===== src/rtl/router_pkg.sv =====
// Shared flit-format and transmit-FSM definitions for the router link.
// The receiving router wrapper imports the same package to decode flits.
package router_pkg;

  localparam int TYPE_W = 2;
  localparam int LEN_W  = 4;

  typedef enum logic [1:0] {
    FT_BODY      = 2'b00,
    FT_TAIL      = 2'b01,
    FT_HEAD      = 2'b10,
    FT_HEAD_TAIL = 2'b11
  } flit_type_e;

  typedef enum logic [1:0] {
    IDLE = 2'b00,
    HEAD = 2'b01,
    BODY = 2'b10
  } tx_state_e;

  // The head payload is {len, dst_y, dst_x}, right-aligned in the flit payload.
  localparam int HEAD_X_LSB = 0;

  function automatic int head_y_lsb(input int coord_w);
    return coord_w;
  endfunction

  function automatic int head_len_lsb(input int coord_w);
    return 2 * coord_w;
  endfunction

endpackage


===== src/rtl/router_credit_cnt.sv =====
// Downstream buffer credit tracker: saturates at CREDITS and records overflow.
// avail depends only on the stored count, so returned credit is usable one cycle later.
module router_credit_cnt #(
  parameter int CREDITS = 4
) (
  input  logic clk,
  input  logic rst_n,
  input  logic consume,
  input  logic give,
  output logic avail,
  output logic ovf
);

  localparam int               CNT_W = $clog2(CREDITS + 1);
  localparam logic [CNT_W-1:0] FULL  = CNT_W'(CREDITS);

  logic [CNT_W-1:0] count;
  logic             inc;
  logic             dec;
  logic             overflow;

  assign dec      = consume && (count != '0);
  assign overflow = give && !dec && (count == FULL);
  assign inc      = give && !overflow;
  assign avail    = (count != '0);

  // NOTE: registers are updated with non-blocking assignments so every flop
  // samples the values from before the edge, independent of block ordering.
  always_ff @(posedge clk or negedge rst_n) begin
    if (!rst_n) begin
      count <= FULL;
      ovf   <= 1'b0;
    end else begin
      unique case ({inc, dec})
        2'b10:   count <= count + 1'b1;
        2'b01:   count <= count - 1'b1;
        default: count <= count;
      endcase
      if (overflow) ovf <= 1'b1;
    end
  end

endmodule


===== src/rtl/router_flit_tx.sv =====
// Packet-to-flit transmitter: turns a request plus body words into head/body/tail
// flits, gated by downstream credits (no backpressure on the flit link).
module router_flit_tx
  import router_pkg::*;
#(
  parameter int COORD_W = 8,
  parameter int FLIT_W  = 32,
  parameter int CREDITS = 4
) (
  input  logic               clk,
  input  logic               rst_n,
  input  logic               req_valid,
  output logic               req_ready,
  input  logic [COORD_W-1:0] req_dst_x,
  input  logic [COORD_W-1:0] req_dst_y,
  input  logic [LEN_W-1:0]   req_len,
  input  logic               body_valid,
  output logic               body_ready,
  input  logic [FLIT_W-3:0]  body_data,
  output logic               flit_valid,
  output logic [FLIT_W-1:0]  flit_data,
  input  logic               credit_in
);

  localparam int PAY_W   = FLIT_W - TYPE_W;
  localparam int Y_LSB   = head_y_lsb(COORD_W);
  localparam int LEN_LSB = head_len_lsb(COORD_W);

  tx_state_e          state;
  tx_state_e          state_next;
  logic [COORD_W-1:0] dst_x_q;
  logic [COORD_W-1:0] dst_y_q;
  logic [LEN_W-1:0]   len_q;
  logic [LEN_W-1:0]   remaining;
  logic               avail;
  logic               err_credit_ovf;
  logic [PAY_W-1:0]   head_payload;
  flit_type_e         flit_type;
  logic [PAY_W-1:0]   flit_payload;

  router_credit_cnt #(
    .CREDITS (CREDITS)
  ) u_credit (
    .clk     (clk),
    .rst_n   (rst_n),
    .consume (flit_valid),
    .give    (credit_in),
    .avail   (avail),
    .ovf     (err_credit_ovf)
  );

  // NOTE: every combinational output gets a default before the case statement,
  // so no path leaves a signal unassigned and no latch is inferred.
  always_comb begin
    head_payload                          = '0;
    head_payload[HEAD_X_LSB +: COORD_W]   = dst_x_q;
    head_payload[Y_LSB +: COORD_W]        = dst_y_q;
    head_payload[LEN_LSB +: LEN_W]        = len_q;
  end

  always_ff @(posedge clk or negedge rst_n) begin
    if (!rst_n) begin
      state     <= IDLE;
      dst_x_q   <= '0;
      dst_y_q   <= '0;
      len_q     <= '0;
      remaining <= '0;
    end else begin
      state <= state_next;
      if (req_valid && req_ready) begin
        dst_x_q <= req_dst_x;
        dst_y_q <= req_dst_y;
        len_q   <= req_len;
      end
      if (state == HEAD && avail) begin
        remaining <= len_q;
      end else if (state == BODY && body_valid && body_ready) begin
        remaining <= remaining - 1'b1;
      end
    end
  end

  // Head flits come only from latched request fields and the stored credit
  // count; body flits pass body_data straight through in the handshake cycle.
  always_comb begin
    state_next   = state;
    req_ready    = 1'b0;
    body_ready   = 1'b0;
    flit_valid   = 1'b0;
    flit_type    = FT_BODY;
    flit_payload = '0;
    unique case (state)
      IDLE: begin
        req_ready = 1'b1;
        if (req_valid) state_next = HEAD;
      end
      HEAD: begin
        if (avail) begin
          flit_valid   = 1'b1;
          flit_payload = head_payload;
          if (len_q == '0) begin
            flit_type  = FT_HEAD_TAIL;
            state_next = IDLE;
          end else begin
            flit_type  = FT_HEAD;
            state_next = BODY;
          end
        end
      end
      BODY: begin
        body_ready = avail;
        if (body_valid && avail) begin
          flit_valid   = 1'b1;
          flit_payload = body_data;
          if (remaining == LEN_W'(1)) begin
            flit_type  = FT_TAIL;
            state_next = IDLE;
          end
        end
      end
      default: state_next = IDLE;
    endcase
  end

  assign flit_data = {flit_type, flit_payload};

endmodule


===== config.mk =====
export PLATFORM = sky130hd
export DESIGN_NAME = router_flit_tx
export DESIGN_NICKNAME = d
export VERILOG_FILES = /design/src/rtl/router_pkg.sv /design/src/rtl/router_credit_cnt.sv /design/src/rtl/router_flit_tx.sv
export SDC_FILE = /design/constraint.sdc
export NUM_CORES = 1
export LEC_CHECK = 0
export BUFFER_PORTS_ARGS = -buffer_cell sky130_fd_sc_hd__buf_2
export CAP_MARGIN = 15
export CORE_MARGIN = 8
export CORE_UTILIZATION = 30
export CTS_CLUSTER_SIZE = 40
export DETAILED_ROUTE_END_ITERATION = 16
export PLACE_DENSITY = 0.63
export SETUP_SLACK_MARGIN = 0.05
export SLEW_MARGIN = 15
export SYNTH_ARGS = -nofsm -noshare
export SYNTH_HDL_FRONTEND = slang
export SYNTH_HIERARCHICAL = 1
export SYNTH_SLANG_ARGS = --single-unit

===== constraint.sdc =====
create_clock -name clk -period 6.8 [get_ports clk]
set_input_delay 0.68 -clock clk [delete_from_list [all_inputs] [get_ports clk]]
set_output_delay 0.68 -clock clk [all_outputs]
set_load 0.02 [all_outputs]

=== After elaboration in Yosys (flattened, before gate mapping) ===
Cells that the tools add are included.

* Add/subtract/negate cells: 3
* Multiply operators: 0
* Divide/modulo/power cells: 0
* Order comparisons: 0
* Equal/unequal tests: 10
* Shifts and indexed selects: 0
* Muxes and demuxes: 22
* Bitwise operators: 0
* Reductions and logical operators: 17

{| class="wikitable"
|+ Operators by type and width
! operator !! count
|-
| $pmux W30 S2 || 1
|-
| $mux W30 || 1
|-
| $mux W20 || 1
|-
| $mux W2 || 6
|-
| $logic_and A1 B1 Y1 || 9
|-
| $mux W4 || 2
|-
| $mux W1 || 7
|-
| $pmux W2 S3 || 1
|-
| $pmux W3 S2 || 1
|-
| $eq A2 B1 Y1 const B || 2
|-
| $eq A2 B2 Y1 const B || 2
|-
| $eq A4 B1 Y1 const B || 1
|-
| $logic_not A4 Y1 || 1
|-
| $ne A2 B1 Y1 const B || 2
|-
| $ne A2 B2 Y1 const B || 2
|-
| $pmux W2 S2 || 1
|-
| $reduce_and A4 Y1 || 1
|-
| $reduce_bool A2 Y1 || 2
|-
| $sub A4 B1 Y4 const B || 1
|-
| $add A3 B1 Y3 const B || 1
|-
| $eq A3 B3 Y1 const B || 1
|-
| $reduce_bool A3 Y1 || 1
|-
| $sub A3 B1 Y3 const B || 1
|-
| $logic_not A1 Y1 || 2
|-
| other kinds (2) || 2
|}

* Register bits: 29
* Latch bits: 0
* RAM bits: 0
* Memory bits (read-only): 0
* Input bits: 55
* Output and inout port bits: 35
* Word-level logic and storage cells: 58
* Memories kept: 0

=== Logic depth before layout (Yosys ltp) ===
Gate-level depths: netlist of the first run.

* Depth in word-level cells: 12
* Gate-level depth with buffers: 13
* Gate-level depth less buffers: 11

=== Cells and area by module ===
The synthesis of the first run kept the hierarchy.

{| class="wikitable"
|+ By module, submodules not included
! module !! times used !! cells each !! area an instance (um2) !! sequential area each (um2)
|-
| router_flit_tx || 1 || 139 || 1537.7 || 650.6
|-
| router_credit_cnt || 1 || 35 || 304.0 || 101.3
|}

=== Worst setup path after synthesis of the first run ===
Ideal clock, no wire load.

* Path kind: register -> register
* Start point: register state[0]
* End point: register u_credit.count[1]
* Library setup time: 87 ps
* Arrival: 2591 ps
* Data required time: 6713 ps
* Path slack: 4122 ps
* Cell stages (with the launch flop): 14
* Path buffers: 2
* Clock period less this slack: 2678 ps
* Cell sequence: dfrtp_1 > inv_1 > ha_1 > buf_2 > and2_1 > nor2_1 > nor2_1 > buf_2 > nor2b_1 > nand2_1 > fa_1 > nor4bb_1 > a31oi_1 > o211ai_1

* Longest elaborated chain between the ends: 10
* Elaborated cells between the ends (all ways): 13
* Those cells by class: 4 x eq/ne; 2 x mux; 7 x reduce/logical

{| class="wikitable"
|+ Ends and longest elaborated chain
! item !! RTL line !! source
|-
| start, declared || router_flit_tx.sv:29 || <nowiki>tx_state_e state;</nowiki>
|-
| start signal, assigned || router_flit_tx.sv:69 || <nowiki>state <= state_next;</nowiki>
|-
| $eq A2 B2 Y1 or $eq A2 B1 Y1 (tied branches) || router_flit_tx.sv:92 || <nowiki>unique case (state)</nowiki>
|-
| $pmux W1 S2 * || router_flit_tx.sv:92 ||
|-
| via flit_valid || router_flit_tx.sv:20 || <nowiki>output logic flit_valid,</nowiki>
|-
| $logic_and A1 B1 Y1 * || router_credit_cnt.sv:22 || <nowiki>assign dec = consume && (count != '0);</nowiki>
|-
| $logic_not A1 Y1 || router_credit_cnt.sv:23 || <nowiki>assign overflow = give && !dec && (count == FULL);</nowiki>
|-
| $logic_and A1 B1 Y1 (2 in a row) || router_credit_cnt.sv:23 ||
|-
| $logic_not A1 Y1 || router_credit_cnt.sv:24 || <nowiki>assign inc = give && !overflow;</nowiki>
|-
| $logic_and A1 B1 Y1 || router_credit_cnt.sv:24 ||
|-
| $eq A2 B1 Y1 or $eq A2 B2 Y1 (tied branches) || router_credit_cnt.sv:34 || <nowiki>unique case ({inc, dec})</nowiki>
|-
| $pmux W3 S2 or $reduce_bool A2 Y1 (tied branches) || -- ||
|-
| end signal, assigned || router_credit_cnt.sv:35 || <nowiki>2'b10: count <= count + 1'b1;</nowiki>
|-
| end signal, assigned || router_credit_cnt.sv:36 || <nowiki>2'b01: count <= count - 1'b1;</nowiki>
|-
| end signal, assigned || router_credit_cnt.sv:37 || <nowiki>default: count <= count;</nowiki>
|-
| end, declared || router_credit_cnt.sv:17 || <nowiki>logic [CNT_W-1:0] count;</nowiki>
|}

Mark *: on every way through the listed nets, which the timed path passes. The rest lies on a longest branch.
A chain may end at the register's enable or synchronous reset.

=== Worst setup path in the final report of the first run ===
* Start point: register state[1]
* End point: output flit_data[19]

* Longest elaborated chain between the ends: 2
* Elaborated cells between the ends (all ways): 3
* Those cells by class: 2 x eq/ne; 1 x mux

{| class="wikitable"
|+ Ends and longest elaborated chain
! item !! RTL line !! source
|-
| $eq A2 B2 Y1 or $eq A2 B1 Y1 (tied branches) || router_flit_tx.sv:92 ||
|-
| $pmux W30 S2 * || router_flit_tx.sv:92 ||
|-
| end, declared || router_flit_tx.sv:21 || <nowiki>output logic [FLIT_W-1:0] flit_data,</nowiki>
|}

Every way passes the cells marked *; elsewhere a longest branch is shown, timed or not.

==> results of run 1 <==
## layout by cell type, fill, tap and decap left out, types with 2 or more instances in the layout
cell / n
sky130_fd_sc_hd__a221oi_1: 2
sky130_fd_sc_hd__nor2_1: 5
sky130_fd_sc_hd__o21bai_1: 2
sky130_fd_sc_hd__a21oi_1: 5
sky130_fd_sc_hd__and2_1: 14
sky130_fd_sc_hd__mux2_2: 20
sky130_fd_sc_hd__a22o_1: 21
sky130_fd_sc_hd__nand3_1: 3
sky130_fd_sc_hd__nand2b_1: 2
sky130_fd_sc_hd__dfrtp_1: 28
sky130_fd_sc_hd__o211ai_1: 2
sky130_fd_sc_hd__o22ai_1: 2
sky130_fd_sc_hd__ha_1: 5
sky130_fd_sc_hd__nand2_1: 8
sky130_fd_sc_hd__buf_2: 89
sky130_fd_sc_hd__o311ai_1: 2
sky130_fd_sc_hd__inv_1: 12
sky130_fd_sc_hd__clkbuf_8: 6
sky130_fd_sc_hd__o31ai_1: 2
## cell type report
cell class              instances  area (µm²)
multi-input cells             120         983
well taps                      75        93.8
fillers                       605        3500
flip-flops and latches         29         727
inverters                      12        45.0
clock buffers                   7        86.3
repair buffers                 89         445
## path summary, 6_finish.rpt
check,start,endpoint,depth (start not counted)
hold reg to reg,dst_y_q[4]$_DFFE_PN0P_,dst_y_q[4]$_DFFE_PN0P_,1
hold / removal,rst_n,u_credit/count[0]$_DFFE_PN0P_,1
min in group clk,dst_y_q[4]$_DFFE_PN0P_,dst_y_q[4]$_DFFE_PN0P_,1
max in group asynchronous,rst_n,dst_y_q[3]$_DFFE_PN0P_,1
setup / recovery,state[1]$_DFFE_PN0P_,flit_data[19],5
setup reg to reg,u_credit/count[2]$_DFFE_PN1P_,u_credit/count[1]$_DFFE_PN0P_,9
## power breakdown
group          switching [mW]  total [mW]  internal, mW
logic                   0.286       0.532         0.246
clock network          0.0602       0.140        0.0801
registers              0.0720       0.336         0.264
total                   0.418        1.01         0.591
## sequential cells by signal, summed over array words and instances (netlist names)
signal / cells
u_credit/count: 3
len_q: 4
dst_x_q: 8
state: 2
remaining: 4
dst_y_q: 8
## metrics by stage
stage                     hold WS, ns   util
after floorplan                 0.384      -
after global placement          0.491  0.389
after detailed placement        0.494  0.389
after CTS                       0.467  0.404
after global routing            0.498  0.405
final                           0.440  0.405
## layer usage
layer / vias up / wire (µm) / part of all wire
li1: 799 / - / -
met1: 777 / 2010 / 0.42
met2: 73 / 2120 / 0.44
met3: 2 / 640 / 0.13
met4: 0 / 8 / 0.0017
met5: - / 0 / 0
==> insert_results.sql, run 1 <==
INSERT INTO impl_metrics (metric_group, metric, value, unit) VALUES
('placement', 'hpwl', '3700', 'µm'),
('placement', 'gp_congestion', '0.799', ''),
('sta', 'grt_setup_unrepaired', 'no', ''),
('grt', 'via_count_of_the_first_global_routing_pass', '1688', ''),
('status', 'run_status', 'complete, no violations', ''),
('critical_path', 'critPathSlowestCell', 'sky130_fd_sc_hd__and3_1', ''),
('synth', 'synthesis.nets', '233', ''),
('route', 'drcViolationCount', '0', ''),
('grt', 'met2_usage', '0.173', ''),
('sta', 'final_min_period_over_clock_period', '0.451', ''),
('cts', 'clock-sinks', '29', ''),
('layout', 'area.growth.synth_to_final', '31.8', '%'),
('die', 'die_h', '93.6', 'µm'),
('sta', 'timing.final.hold_violations', '0', ''),
('grt', 'globalRouteMet3Util', '0.0561', ''),
('cts', 'clock_tree.buffer_depth', '2', ''),
('critical_path', 'reg2reg_slack', '3.81', 'ns'),
('cts', 'htree_levels', '2', ''),
('critical_path', 'critPathRequiredTime', '6.12', 'ns'),
('grt', 'grt_first_pass_wirelength', '7870', 'µm'),
('cts', 'post_cts.resized_instances', '0', ''),
('route', 'vias_per_cell', '4.97', ''),
('route', 'first_pass_iters', '4', ''),
('placement', 'number_of_buffers_inserted_by_port_buffering', '89', ''),
('grt', 'gr-max-usage-layer', 'met2', ''),
('sta', 'finalMaxSlewViolations', '0', ''),
('die', 'ioPinCount', '90', ''),
('synth', 'syn-mean-instance-area', '10.5', 'µm²'),
('critical_path', 'timing.critical_path.max_delay_family', 'simple AND/OR/NAND/NOR gates', ''),
('grt', 'antenna_found_initial', '0', ''),
('power_and_ir_drop', 'power_per_cell_area', '424', 'mW/mm²'),
('die', 'die_width', '93.6', 'µm'),
('grt', 'grt_use_total', '0.109', ''),
('die', 'design.die.area', '0.00876', 'mm²'),
('sta', 'total_of_endpoints_with_negative_setup_slack_in_the_final_report', '0', ''),
('critical_path', 'worst-endpoint-arrival', '2.39', 'ns'),
('sta', 'max-slew-margin-rel', '0.430', ''),
('synth', 'mappedNetlistArea', '0.00181', 'mm²'),
('layout', 'diodes', '0', ''),
('placement', 'dp_slack', '3.71', 'ns'),
('grt', 'globalRoute.totalOverflow', '0', ''),
('sta', 'period_minus_slack', '3.07', 'ns'),
('cts', 'cts-root-buf', 'sky130_fd_sc_hd__clkbuf_8', ''),
('route', 'detail-route-antenna-nets', '0', ''),
('sta', 'sum_neg_setup_slack', '0', 'ns'),
('die', 'placement_rows', '28', ''),
('grt', 'grt_util_met1', '0.131', ''),
('critical_path', 'worstPathBufferInverterCount', '2', ''),
('critical_path', 'critical-path-max-stage-delay', '0.75', 'ns'),
('placement', 'placed_area', '0.00229', 'mm²'),
('min_path', 'worst_hold_path_type', 'input port to async pin', ''),
('sta', 'achievable-frequency', '326', 'MHz'),
('power_and_ir_drop', 'leakagePower', '1.20', 'nW'),
('critical_path', 'timing.setup.critical_path_class', 'flop to output pin', ''),
('die', 'initial_core_utilization', '0.307', ''),
('cts', 'cts_tree', 'built', ''),
('cts', 'postCtsSetupRepairBufs', '0', ''),
('critical_path', 'crit_path_end_kind', 'output pin', ''),
('route', 'detailedRoute.firstIterationViolations', '65', ''),
('power_and_ir_drop', 'ir_worst_vdd', '0.000192', 'V'),
('die', 'core-area', '0.00589', 'mm²'),
('route', 'wl_per_cell', '14.4', 'µm'),
('synth', 'synth_warnings', '6', ''),
('critical_path', 'worst_setup_start_kind', 'flop', ''),
('sta', 'tightest_slew', '0.853', 'ns'),
('run', 'drv.max_cap_violation_count', '0', ''),
('layout', 'finish.instance_area', '0.00238', 'mm²'),
('sta', 'worst_clock_skew', '0.00241', 'ns'),
('grt', 'grt_max_degree', '31', ''),
('route', 'routed_wirelength', '4770', 'µm'),
('layout', 'drive_above_1_share', '0.475', ''),
('layout', 'final_cell_count_no_fill', '332', ''),
('critical_path', 'path_max_fanout', '21', ''),
('cts', 'clock_latency', '0.27', 'ns'),
('placement', 'dpl.cell_count', '325', ''),
('power_and_ir_drop', 'total_power', '1.01', 'mW'),
('critical_path', 'cp_cell_sequence', 'inv_1, ha_1, and3_1, a22o_2, buf_2', ''),
('cts', 'cts.clk_slew.worst_paths', '0.06', 'ns'),
('cts', 'cts_hold_buf', '0', ''),
('sta', 'finalWorstSetupSlack', '3.73', 'ns'),
('route', 'via_count', '1651', ''),
('layout', 'final_nets', '318', ''),
('synth', 'postSynthCellCount', '172', ''),
('cts', 'tritoncts.num_buffers', '5', '');
No activity file was read; power rests on OpenSTA's default activity.
==> run 2, diff against run 1 <==
clock period = 3 ns   (was 6.8 ns; I/O delays follow)
==> run 2 against run 1 <==
Net effect: worst hold slack got worse by 0.39 ns; first-iteration DRC count increased by 52%; flip-flop and latch count stayed put; sequential share of layout area shrank 0.69 points; routed wire length up 3.3%; setup slack worse by 3.2 ns; non-clock buffer count increased by 6; critical path depth is 6 higher; via count rose by 3.1%; critical path type is now flop to flop.
==> insert_results.sql, run 2 (same netlist as run 1, synthesis figures left out) <==
INSERT INTO impl_metrics (metric_group, metric, value, unit) VALUES
('critical_path', 'timing.critical_path.max_delay_family', 'simple AND/OR/NAND/NOR gates', ''),
('layout', 'final_nets', '324', ''),
('route', 'wl_per_cell', '14.5', 'µm'),
('critical_path', 'critical-path-max-stage-delay', '0.48', 'ns'),
('sta', 'tightest_slew', '0.673', 'ns'),
('critical_path', 'critPathSlowestCell', 'sky130_fd_sc_hd__fa_1', ''),
('cts', 'tritoncts.num_buffers', '5', ''),
('placement', 'dp_slack', '0.523', 'ns'),
('placement', 'hpwl', '3860', 'µm'),
('layout', 'layout_commonest_cell', 'sky130_fd_sc_hd__buf_2', ''),
('placement', 'number_of_buffers_inserted_by_port_buffering', '89', ''),
('sta', 'grt_setup_unrepaired', 'no', ''),
('cts', 'clock_latency', '0.27', 'ns'),
('die', 'placement_rows', '28', ''),
('route', 'first_pass_iters', '4', ''),
('status', 'run_status', 'complete, no violations', ''),
('die', 'die_width', '93.6', 'µm'),
('cts', 'postCtsSetupRepairBufs', '0', ''),
('grt', 'grt_use_total', '0.109', ''),
('critical_path', 'crit_path_end_kind', 'flop', ''),
('route', 'drcViolationCount', '0', ''),
('cts', 'cts.clk_slew.worst_paths', '0.06', 'ns'),
('grt', 'gr-max-usage-layer', 'met2', ''),
('grt', 'grt_first_pass_wirelength', '7780', 'µm'),
('layout', 'most-common-layout-cells', 'sky130_fd_sc_hd__buf_2 (89), sky130_fd_sc_hd__dfrtp_1 (28), sky130_fd_sc_hd__a22o_1 (21)', ''),
('grt', 'via_count_of_the_first_global_routing_pass', '1689', ''),
('critical_path', 'cp_cell_sequence', 'inv_1, ha_1, and2_1, nor2_1, nor2_1, nor2b_1, nand2_1, fa_1, nor4bb_1, a31oi_1, o211ai_1', ''),
('die', 'die_h', '93.6', 'µm'),
('sta', 'max-slew-margin-rel', '0.551', ''),
('layout', 'final.fill_count', '600', ''),
('cts', 'cts_tree', 'built', ''),
('layout', 'biggestRegsByFlops', 'dst_x_q: 8 flops, dst_y_q: 8 flops', ''),
('min_path', 'worst_hold_path_type', 'input port to async pin', ''),
('cts', 'cts_hold_buf', '0', ''),
('placement', 'gp_congestion', '0.773', ''),
('grt', 'globalRoute.totalOverflow', '0', ''),
('cts', 'cts-root-buf', 'sky130_fd_sc_hd__clkbuf_8', ''),
('critical_path', 'timing.critical_path.from', 'state[0]$_DFFE_PN0P_', ''),
('cts', 'htree_levels', '2', ''),
('sta', 'worst_clock_skew', '0.00367', 'ns'),
('critical_path', 'worst-endpoint-arrival', '2.70', 'ns'),
('die', 'ioPinCount', '90', ''),
('sta', 'timing.final.hold_violations', '0', ''),
('grt', 'antenna_found_initial', '0', ''),
('critical_path', 'r2r_start', 'state[0]$_DFFE_PN0P_', ''),
('cts', 'clock-sinks', '29', ''),
('sta', 'period_minus_slack', '2.52', 'ns'),
('run', 'drv.max_cap_violation_count', '0', ''),
('critical_path', 'critPathRequiredTime', '3.19', 'ns'),
('route', 'vias_per_cell', '5.02', ''),
('grt', 'grt_util_met1', '0.129', ''),
('sta', 'achievable-frequency', '397', 'MHz'),
('die', 'core-area', '0.00589', 'mm²'),
('sta', 'sum_neg_setup_slack', '0', 'ns'),
('grt', 'met2_usage', '0.177', ''),
('power_and_ir_drop', 'leakagePower', '1.24', 'nW'),
('power_and_ir_drop', 'ir_worst_vdd', '0.000424', 'V'),
('sta', 'finalMaxSlewViolations', '0', ''),
('route', 'detail-route-antenna-nets', '0', ''),
('critical_path', 'worstPathBufferInverterCount', '1', ''),
('grt', 'grt_max_degree', '30', ''),
('layout', 'drive_above_1_share', '0.492', ''),
('sta', 'worst_hold_slack', '0.0528', 'ns'),
('critical_path', 'cp_common_cell', 'sky130_fd_sc_hd__nor2_1', ''),
('power_and_ir_drop', 'power_per_cell_area', '968', 'mW/mm²'),
('sta', 'total_of_endpoints_with_negative_setup_slack_in_the_final_report', '0', ''),
('die', 'design.die.area', '0.00876', 'mm²'),
('critical_path', 'timing.setup.critical_path_class', 'flop to flop', ''),
('route', 'routed_wirelength', '4930', 'µm'),
('sta', 'final_min_period_over_clock_period', '0.839', ''),
('cts', 'post_cts.resized_instances', '0', ''),
('die', 'initial_core_utilization', '0.307', ''),
('route', 'detailedRoute.firstIterationViolations', '99', ''),
('sta', 'finalWorstSetupSlack', '0.482', 'ns'),
('cts', 'clock_tree.buffer_depth', '2', ''),
('layout', 'area.growth.synth_to_final', '34.8', '%'),
('layout', 'diodes', '0', ''),
('grt', 'globalRouteMet3Util', '0.0465', ''),
('critical_path', 'path_max_fanout', '9', ''),
('critical_path', 'worst_setup_start_kind', 'flop', ''),
('route', 'via_count', '1703', '');
## run 2: cell types whose count changed in the layout (fill, tap and decap cells not counted)
cell and change:
sky130_fd_sc_hd__buf_4 +6, sky130_fd_sc_hd__clkbuf_1 -1, sky130_fd_sc_hd__nor2_4 -1, sky130_fd_sc_hd__clkinv_2 +1
sky130_fd_sc_hd__nor2_2 +1, sky130_fd_sc_hd__clkbuf_8 +1
## run 2: power by group
group          internal (mW)  switching [mW]  total (mW)  leakage (nW)
registers              0.599           0.167       0.766         0.342
logic                  0.586           0.655        1.24         0.844
clock network          0.207           0.144       0.351        0.0542
total                   1.39           0.966        2.36          1.24
## run 2: stage by stage
stage | utilization | area [µm²] | instances | power (mW)
6_report | 0.414 | 2440 | 339 | 2.36
5_1_grt | 0.414 | 2440 | 339 | 2.56
4_1_cts | 0.414 | 2440 | 339 | 2.39
3_5_place_dp | 0.397 | 2330 | 331 | 2.02
3_3_place_gp | 0.397 | 2330 | 331 | 1.99
2_1_floorplan | - | 1810 | 172 | 1.67
## run 2: area by class of cell
cell class | instances | area (µm²) | share of cell area
Inverter | 12 | 45.0 | 0.0185
Sequential cell | 29 | 727 | 0.298
Multi-Input combinational cell | 120 | 978 | 0.402
Clock buffer | 7 | 96.3 | 0.0395
Tap cell | 75 | 93.8 | 0.0385
Timing Repair Buffer | 95 | 490 | 0.201
Clock inverter | 1 | 5.00 | 0.00205
## run 2: layer usage
metal,vias up,part of all wire
li1,814,-
met1,800,0.42
met2,83,0.45
met3,6,0.13
met4,0,0.0089
met5,-,0
## run 2: path summary, 6_finish.rpt
path / to / slack [ns] / depth (start not counted)
hold / removal: u_credit/count[0]$_DFFE_PN0P_ / 0.05 / 1
max in group asynchronous: dst_x_q[3]$_DFFE_PN0P_ / 2.50 / 1
setup reg to reg: u_credit/count[1]$_DFFE_PN0P_ / 0.48 / 11
min in group clk: dst_x_q[7]$_DFFE_PN0P_ / 0.26 / 2
setup / recovery: u_credit/count[1]$_DFFE_PN0P_ / 0.48 / 11
hold reg to reg: dst_x_q[7]$_DFFE_PN0P_ / 0.50 / 1
==> run 3, diff against run 2 <==
ABC_AREA = 1   (was unset)
clock period = 2.5 ns   (was 3 ns; I/O delays follow)
==> run 3 against run 2 <==
Net effect: sequential power increased by 14%; setup slack worse by 0.14 ns; clock skew shrank 0.0021 ns; final cell count increased by 18%; clock power grew 42%; flip-flop and latch count stayed put; clock-buffer cell count unchanged; critical endpoint is now flit_data[13]; largest cell class unchanged.
==> insert_results.sql, run 3 <==
INSERT INTO impl_metrics (metric_group, metric, value, unit) VALUES
('status', 'run_status', 'complete, no violations', ''),
('grt', 'grt_use_total', '0.112', ''),
('cts', 'post_cts.resized_instances', '0', ''),
('route', 'detail-route-antenna-nets', '0', ''),
('die', 'design.die.area', '0.00904', 'mm²'),
('cts', 'cts_tree', 'built', ''),
('route', 'drcViolationCount', '0', ''),
('cts', 'clock-sinks', '29', ''),
('sta', 'total_of_endpoints_with_negative_setup_slack_in_the_final_report', '0', ''),
('sta', 'sum_neg_setup_slack', '0', 'ns'),
('critical_path', 'worst_setup_start_kind', 'flop', ''),
('sta', 'timing.final.hold_violations', '0', ''),
('sta', 'grt_setup_unrepaired', 'no', ''),
('sta', 'max-slew-margin-rel', '0.557', ''),
('placement', 'dp_slack', '0.427', 'ns'),
('placement', 'hpwl', '3900', 'µm'),
('placement', 'number_of_buffers_inserted_by_port_buffering', '89', ''),
('cts', 'htree_levels', '2', ''),
('sta', 'worst_hold_slack', '0.00229', 'ns'),
('placement', 'gp_congestion', '0.774', ''),
('cts', 'clock_tree.buffer_depth', '2', ''),
('synth', 'synthesis.nets', '290', ''),
('route', 'vias_per_cell', '4.35', ''),
('run', 'drv.max_cap_violation_count', '0', ''),
('die', 'placement_rows', '29', ''),
('grt', 'grt_max_degree', '30', ''),
('cts', 'postCtsSetupRepairBufs', '0', ''),
('critical_path', 'critPathRequiredTime', '2.25', 'ns'),
('layout', 'final_cell_count_no_fill', '400', ''),
('layout', 'drive_above_1_share', '0.443', ''),
('layout', 'area.growth.synth_to_final', '33.4', '%'),
('die', 'ioPinCount', '90', ''),
('power_and_ir_drop', 'ir_worst_vdd', '0.000560', 'V'),
('layout', 'layout_commonest_cell', 'sky130_fd_sc_hd__buf_2', ''),
('sta', 'tightest_slew', '0.665', 'ns'),
('cts', 'cts.clk_slew.worst_paths', '0.06', 'ns'),
('route', 'routed_wirelength', '4900', 'µm'),
('grt', 'globalRoute.totalOverflow', '0', ''),
('power_and_ir_drop', 'power_per_cell_area', '1160', 'mW/mm²'),
('synth', 'mappedNetlistArea', '0.00188', 'mm²'),
('critical_path', 'crit_path_end_kind', 'output pin', ''),
('power_and_ir_drop', 'leakagePower', '1.45', 'nW'),
('die', 'die_h', '95.1', 'µm'),
('critical_path', 'r2r_start', 'u_credit/count[2]$_DFFE_PN1P_', ''),
('grt', 'grt_first_pass_wirelength', '7980', 'µm'),
('die', 'initial_core_utilization', '0.302', ''),
('critical_path', 'ff2ff_path_depth', '11', ''),
('layout', 'most-common-layout-cells', 'sky130_fd_sc_hd__buf_2 (89), sky130_fd_sc_hd__nand2_1 (54), sky130_fd_sc_hd__inv_1 (44)', ''),
('sta', 'finalMaxSlewViolations', '0', ''),
('cts', 'clock_latency', '0.27', 'ns'),
('route', 'wl_per_cell', '12.3', 'µm'),
('layout', 'final_nets', '383', ''),
('sta', 'achievable-frequency', '463', 'MHz'),
('critical_path', 'timing.setup.critical_path_class', 'flop to output pin', ''),
('sta', 'final_min_period_over_clock_period', '0.863', ''),
('cts', 'cts_hold_buf', '0', ''),
('layout', 'biggestRegsByFlops', 'dst_x_q: 8 flops, dst_y_q: 8 flops', ''),
('die', 'die_width', '95.1', 'µm'),
('grt', 'antenna_found_initial', '0', ''),
('sta', 'worst_clock_skew', '0.00161', 'ns'),
('min_path', 'worst_hold_path_type', 'input port to async pin', ''),
('critical_path', 'worst-endpoint-arrival', '1.91', 'ns'),
('route', 'via_count', '1741', ''),
('critical_path', 'path_max_fanout', '26', ''),
('synth', 'syn-mean-instance-area', '8.19', 'µm²'),
('placement', 'dpl.cell_count', '392', ''),
('route', 'detailedRoute.firstIterationViolations', '45', ''),
('cts', 'cts-root-buf', 'sky130_fd_sc_hd__clkbuf_8', ''),
('grt', 'via_count_of_the_first_global_routing_pass', '1835', ''),
('sta', 'finalWorstSetupSlack', '0.342', 'ns'),
('layout', 'diodes', '0', ''),
('synth', 'postSynthCellCount', '229', ''),
('cts', 'tritoncts.num_buffers', '5', ''),
('die', 'core-area', '0.00620', 'mm²'),
('critical_path', 'crit-reg2reg-capture', 'u_credit/count[1]$_DFFE_PN0P_', ''),
('route', 'first_pass_iters', '4', ''),
('sta', 'period_minus_slack', '2.16', 'ns'),
('critical_path', 'reg2reg_slack', '0.43', 'ns'),
('synth', 'synth_warnings', '6', '');
==> run 3: metal layers <==
| metal | wire (µm) | track usage | vias to the layer above |
|---|---|---|---|
| met5 | 0 | 0 | - |
| met2 | 2320 | 0.189 | 55 |
| met4 | 71 | 0.0364 | 0 |
| met1 | 2100 | 0.130 | 783 |
| li1 | - | - | 896 |
| met3 | 410 | 0.0354 | 7 |
==> run 3: per-stage QoR <==
step / power, mW / area [µm²] / utilization
after floorplan: 2.03 / 1880 / -
after global placement: 2.39 / 2380 / 0.384
after detailed placement: 2.44 / 2380 / 0.384
after CTS: 2.95 / 2500 / 0.403
after global routing: 3.17 / 2500 / 0.403
final: 2.90 / 2500 / 0.403
==> run 3: how the worst max path moves through the flow <==
| stage | from | end | slack (ns) | cells after the start |
|---|---|---|---|---|
| 2_1_floorplan | u_credit/count[2]$_DFFE_PN1P_ | u_credit/count[1]$_DFFE_PN0P_ | 0.29 | 12 |
| 4_1_cts | u_credit/count[2]$_DFFE_PN1P_ | flit_data[13] | 0.32 | 8 |
| 3_3_place_gp | u_credit/count[2]$_DFFE_PN1P_ | u_credit/count[1]$_DFFE_PN0P_ | 0.50 | 11 |
| 6_report | u_credit/count[2]$_DFFE_PN1P_ | flit_data[13] | 0.34 | 8 |
| 5_1_grt | u_credit/count[2]$_DFFE_PN1P_ | flit_data[7] | 0.15 | 8 |
| 3_5_place_dp | u_credit/count[2]$_DFFE_PN1P_ | u_credit/count[1]$_DFFE_PN0P_ | 0.43 | 11 |
==> run 3: final cells by class <==
cell class / instances / area [µm²]
inverter: 47 / 184
fill: 676 / 3700
tap: 77 / 96.3
clock inverter: 1 / 30.0
clock buffer: 7 / 86.3
sequential: 29 / 727
multi-input combinational: 147 / 910
timing repair buffer: 92 / 468
==> run 3: critical path, cell delays in order (launching register included) <==
cell                       delay, ns
sky130_fd_sc_hd__dfstp_2        0.55
sky130_fd_sc_hd__inv_1          0.06
sky130_fd_sc_hd__nand2_2        0.14
sky130_fd_sc_hd__nand2_2        0.08
sky130_fd_sc_hd__clkinv_2       0.12
sky130_fd_sc_hd__nand3_4        0.07
sky130_fd_sc_hd__buf_4          0.24
sky130_fd_sc_hd__o21ai_0        0.17
sky130_fd_sc_hd__buf_2          0.19
==> run 3: power breakdown <==
group / total (mW) / switching, mW / leakage (nW) / internal (mW)
Clock: 0.499 / 0.174 / 0.0585 / 0.325
Combinational: 1.53 / 0.927 / 1.05 / 0.601
Sequential: 0.870 / 0.151 / 0.345 / 0.719
Total: 2.90 / 1.25 / 1.45 / 1.64
